### src/rtl/apb_ctrl_pkg.sv
// Shared types and default widths for the AHB-to-APB controller.
// Optional APB_CTRL_PREADY_EN adds pready wait states to the ENABLE phase.
package apb_ctrl_pkg;

    localparam int DEF_ADDR_W = 32;
    localparam int DEF_DATA_W = 32;
    localparam int SEL_W      = 3;

    typedef enum logic [2:0] {
        ST_IDLE    = 3'd0,
        ST_WWAIT   = 3'd1,
        ST_READ    = 3'd2,
        ST_RENABLE = 3'd3,
        ST_WRITE   = 3'd4,
        ST_WENABLE = 3'd5
    } state_e;

    function automatic logic is_enable(state_e s);
        return (s == ST_RENABLE) || (s == ST_WENABLE);
    endfunction

endpackage

### src/rtl/apb_ctrl_fsm.sv
// Next-state logic for the AHB-to-APB controller.
// Optional APB_CTRL_PREADY_EN: pready stretches the ENABLE states.
module apb_ctrl_fsm
    import apb_ctrl_pkg::*;
(
    input  state_e state_q,
    input  logic   req,
    input  logic   hwrite,
    input  logic   pready,
    output state_e state_d,
    output logic   accept,
    output logic   en_done
);

    always_comb begin
        en_done = is_enable(state_q) && pready;
        // An ENABLE state takes a new request on its completing edge,
        // the same edge that raises hreadyout, so no IDLE gap appears.
        accept  = req && ((state_q == ST_IDLE) || en_done);
        state_d = state_q;
        unique case (state_q)
            ST_READ:  state_d = ST_RENABLE;
            ST_WWAIT: state_d = ST_WRITE;
            ST_WRITE: state_d = ST_WENABLE;
            ST_RENABLE,
            ST_WENABLE: begin
                if (en_done) begin
                    state_d = ST_IDLE;
                end
            end
            default: state_d = ST_IDLE;
        endcase
        if (accept) begin
            state_d = hwrite ? ST_WWAIT : ST_READ;
        end
    end

endmodule

### src/rtl/apb_controller.sv
// AHB-to-APB transfer controller with fully registered outputs.
// Define APB_CTRL_PREADY_EN to add the pready input and wait states.
module apb_controller
    import apb_ctrl_pkg::*;
#(
    parameter int ADDR_W = DEF_ADDR_W,
    parameter int DATA_W = DEF_DATA_W
) (
    input  logic              hclk,
    input  logic              hresetn,
    input  logic              valid,
    input  logic              hwrite,
    input  logic [ADDR_W-1:0] haddr,
    input  logic [DATA_W-1:0] hwdata,
    input  logic [SEL_W-1:0]  tempselx,
    input  logic [DATA_W-1:0] pr_data,
`ifdef APB_CTRL_PREADY_EN
    input  logic              pready,
`endif
    output logic              pwrite,
    output logic [SEL_W-1:0]  psel,
    output logic              penable,
    output logic [ADDR_W-1:0] paddr,
    output logic [DATA_W-1:0] pwdata,
    output logic              hreadyout,
    output logic [DATA_W-1:0] hrdata
);

    state_e state_q, state_d;
    logic   accept, en_done, pready_w;

    logic [ADDR_W-1:0] addr_q, addr_d;
    logic              wr_q, wr_d;
    logic [SEL_W-1:0]  sel_q, sel_d;
    logic [SEL_W-1:0]  psel_q, psel_d;
    logic              penable_q, penable_d;
    logic              pwrite_q, pwrite_d;
    logic [DATA_W-1:0] pwdata_q, pwdata_d;
    logic [DATA_W-1:0] hrdata_q, hrdata_d;
    logic              hreadyout_q, hreadyout_d;

`ifdef APB_CTRL_PREADY_EN
    assign pready_w = pready;
`else
    assign pready_w = 1'b1;
`endif

    apb_ctrl_fsm u_fsm (
        .state_q (state_q),
        .req     (valid && (tempselx != '0)),
        .hwrite  (hwrite),
        .pready  (pready_w),
        .state_d (state_d),
        .accept  (accept),
        .en_done (en_done)
    );

    always_ff @(posedge hclk or negedge hresetn) begin
        if (!hresetn) begin
            state_q <= ST_IDLE;
        end else begin
            state_q <= state_d;
        end
    end

    always_comb begin
        addr_d      = accept ? haddr : addr_q;
        wr_d        = accept ? hwrite : wr_q;
        sel_d       = accept ? tempselx : sel_q;
        psel_d      = '0;
        if (state_d inside {ST_READ, ST_RENABLE, ST_WRITE, ST_WENABLE}) begin
            psel_d = sel_d;
        end
        penable_d   = is_enable(state_d);
        pwrite_d    = wr_d &&
                      ((state_d == ST_WRITE) || (state_d == ST_WENABLE));
        pwdata_d    = (state_q == ST_WWAIT) ? hwdata : pwdata_q;
        hrdata_d    = ((state_q == ST_RENABLE) && en_done) ? pr_data
                                                           : hrdata_q;
        hreadyout_d = (state_d == ST_IDLE) || en_done;
    end

    always_ff @(posedge hclk or negedge hresetn) begin
        if (!hresetn) begin
            addr_q      <= '0;
            wr_q        <= 1'b0;
            sel_q       <= '0;
            psel_q      <= '0;
            penable_q   <= 1'b0;
            pwrite_q    <= 1'b0;
            pwdata_q    <= '0;
            hrdata_q    <= '0;
            hreadyout_q <= 1'b1;
        end else begin
            addr_q      <= addr_d;
            wr_q        <= wr_d;
            sel_q       <= sel_d;
            psel_q      <= psel_d;
            penable_q   <= penable_d;
            pwrite_q    <= pwrite_d;
            pwdata_q    <= pwdata_d;
            hrdata_q    <= hrdata_d;
            hreadyout_q <= hreadyout_d;
        end
    end

    assign pwrite    = pwrite_q;
    assign psel      = psel_q;
    assign penable   = penable_q;
    assign paddr     = addr_q;
    assign pwdata    = pwdata_q;
    assign hreadyout = hreadyout_q;
    assign hrdata    = hrdata_q;

endmodule

### config.mk
export PLATFORM = sky130hd
export DESIGN_NAME = apb_controller
export DESIGN_NICKNAME = d
export VERILOG_FILES = /design/src/rtl/apb_ctrl_pkg.sv /design/src/rtl/apb_ctrl_fsm.sv /design/src/rtl/apb_controller.sv
export SDC_FILE = /design/constraint.sdc
export NUM_CORES = 1
export LEC_CHECK = 0
export CORE_UTILIZATION = 25
export DETAILED_ROUTE_END_ITERATION = 8
export PLACE_DENSITY = 0.52
export SLEW_MARGIN = 15
export SYNTH_ARGS = -nofsm -noshare
export SYNTH_HDL_FRONTEND = slang
export SYNTH_SLANG_ARGS = --single-unit
### constraint.sdc
create_clock -name hclk -period 2.9 [get_ports hclk]
set_input_delay 0.435 -clock hclk [delete_from_list [all_inputs] [get_ports hclk]]
set_output_delay 0.435 -clock hclk [all_outputs]
set_load 0.03 [all_outputs]
==> impl_metrics.ini <==
[run_status]
outcome = finished, final reports clean

[cts]
holdBufCountCts = 0
htree_levels = 3
cts.sinks = 109
cts_root_buffer = clkbuf_16
clkTransAtPathRegs_ns = 0.07
cts_resized = 0
post-cts-setup-buffers = 0
clk_latency_ns = 0.35
clk_path_buf_depth = 2
cts_tree = done
cts_buffers = 9

[yosys]
ys_ff_latch = 109
synth-simple-area-share_pct = 2.61
yosysSeqAreaShare_pct = 63.9
synth_compound_area_share_pct = 1.82
ys_top_cells_by_area = dfrtp_1 (63%), mux2_2 (20%), mux2_4 (9.1%)
synth_mux_area_share_pct = 28.7
yosysTopAreaCellShare_pct = 63.3
synthAdderAreaFrac_pct = 0
synth-xor-area-share_pct = 0.586
syn_area_mm2 = 0.00427
yosysTopAreaCell = dfrtp_1
syn_nets = 351
synth_cell_types = 27
syn-instance-count = 248
synth_top_family_by_area = multiplexers
yosysWarnings = 0
syn_avg_cell_area_um2 = 17.2

[place]
dp_slack_ns = 0.560
placed_cell_area_mm2 = 0.00653
place.port_buffers = 204
place.gp.congestion = 0.765
place_hpwl_um = 7170

[timing]
period_needed_ns = 2.09
tns_ns = 0
grt_setup_unrepaired = false
clock_skew_ns = 0.0108
setup_violations = 0
final_hold_viol_count = 0
period_share_pct = 72.2
fin_ws_ns = 0.805
fmax_mhz = 477
holdWs_ns = 0.0128
worstMarginPinSlew_ns = 0.598
slew_viol_final = 0
slew_headroom_pct = 60.1

[floorplanning]
ioPinCount = 205
die_height_um = 133
floorplan.initialDensity_pct = 25.7
std_cell_rows = 47
die_w_um = 133
die-area_mm2 = 0.0176
coreArea_mm2 = 0.0166

[detailed_routing]
drt-initial-drc-count = 98
vias_per_cell = 4.16
detailroute.via_count = 2825
drt_wl_total_um = 10200
antenna_left = 0
dr.pass1.iters = 4
drcViolationCount = 0
wl_per_cell_um = 15.0

[critical_path]
critPathLaunchType = register
r2r_end = paddr[2]
worstReg2RegStart = state_q[0]
arrival_ns = 2.33
cp_max_fo = 35
path_class = register to register
crit_chain = xor2_2 > o21ai_2 > nor2b_4 > buf_4 > mux2_2
startpoint = state_q[0]
cp-end-kind = register
r2r_slack_ns = 0.81
endpoint = paddr[2]
reg2regPathDepth = 5
cpPeakStageDelay_ns = 0.51
required_ns = 3.13
critPathSlowestCell = buf_4

[pwr]
ir_drop_v = 0.000583
power_density_mw_per_mm2 = 1300
p_leak_nw = 2.88
finalPower_w = 0.00899

[finish]
diodes = 0
nNetsFinal = 557
fin_area_mm2 = 0.00692
seqCellArea_mm2 = 0.00273
multi_input_area_mm2 = 0.00144
fillerInstances = 1549
drive_above_1_share_pct = 27.9
syn_to_final_growth_pct = 62.0

[hold_path]
hold_class = primary input to asynchronous set/reset pin

[global_route]
grt_pass1_wl_um = 16200
overflow = 0
grt_pass1_vias = 2934
antenna_found_initial = 0
grt_max_degree = 80
grt_use_total_pct = 12.0

[run]
max-cap-violations = 0
-- layer usage --
layer	part of all wire, %	global-route usage [%]
met5	0	0
met4	2.1	5.94
met3	6.5	3.68
met2	46	18.0
met1	45	15.7
-- flip-flops by register name, summed over array words and instances, names as in the netlist --
name	cells
paddr	32
hrdata	32
wr_q	1
sel_q	3
pwrite	1
psel	3
pwdata	32
penable	1
state_q	3
hreadyout	1
-- worst min-delay path by stage --
stage,from,to,cells after the start
finish,hresetn,hrdata[12],1
global route,hresetn,hrdata[12],1
CTS,hresetn,hrdata[12],1
detailed placement,hresetn,hrdata[12],1
global placement,hresetn,hrdata[10],1
floorplan,hresetn,hrdata[0],0
-- critical path, delay by kind of cell (launching register included) --
kind                      cells  cell delay, ns
AOI/OAI and AO/OA             1            0.17
xor gates and xnor gates      1            0.23
buffers and inverters         1            0.51
DFF                           1            0.49
muxes                         1            0.40
and+or+nand+nor               1            0.17
-- cell type report --
type,instances,area share (%)
multi-input combinational,125,20.9
clock inverter,5,1.86
sequential,109,39.5
tap,220,3.98
clock buffer,11,3.65
inverter,1,0.0543
timing repair buffer,208,30.1
-- synthesized netlist by cell type, drive strengths merged --
| library cell | count |
|---|---|
| o21ai | 1 |
| nand2 | 2 |
| nand3b | 2 |
| xnor2 | 1 |
| and2 | 1 |
| nand3 | 2 |
| a2111o | 1 |
| nor3b | 1 |
| and3 | 1 |
| a21o | 1 |
| o31ai | 1 |
| nor2 | 2 |
| or4 | 1 |
| dfstp | 1 |
| a32o | 3 |
| dfrtp | 108 |
| inv | 1 |
| o211ai | 1 |
| nand2b | 2 |
| buf | 13 |
| nor2b | 1 |
| xor2 | 1 |
| mux2 | 100 |
-- cell usage in the layout, fill, tap and decap left out --
master           count
a2111o_1             1
a21o_1               1
a32o_1               3
and2_1               1
and3_1               1
buf_12               1
buf_4                4
bufinv_16            4
clkbuf_16            9
clkbuf_8             2
clkdlybuf4s50_1    203
dfrtp_1            108
dfstp_2              1
inv_1                1
inv_6                1
mux2_2              74
mux2_4              26
nand2_1              2
nand2b_1             2
nand3_1              2
nand3b_1             1
nand3b_4             1
nor2_1               2
nor2b_4              1
nor3b_4              1
o211ai_1             1
o21ai_2              1
o31ai_2              1
or4_1                1
xnor2_1              1
xor2_2               1
-- kinds of logic after synthesis --
family                 count (synthesis)
XOR/XNOR                               2
multiplexers                         100
AO/OA/AOI/OAI                          8
AND/OR/NAND/NOR                       15
flip-flops                           109
buffers and inverters                 14
-- through the flow --
stage | util (%) | std cells
after floorplan | - | 248
after global placement | 39.3 | 663
after detailed placement | 39.3 | 663
after CTS | 41.6 | 679
after global routing | 41.6 | 679
final | 41.6 | 679
-- where the power goes --
part           internal (W)  switching [W]  leakage [nW]
combinational       0.00234        0.00237          1.41
clock              0.000982       0.000555         0.186
sequential          0.00231       0.000434          1.28
(Power assumes the default switching activity.)
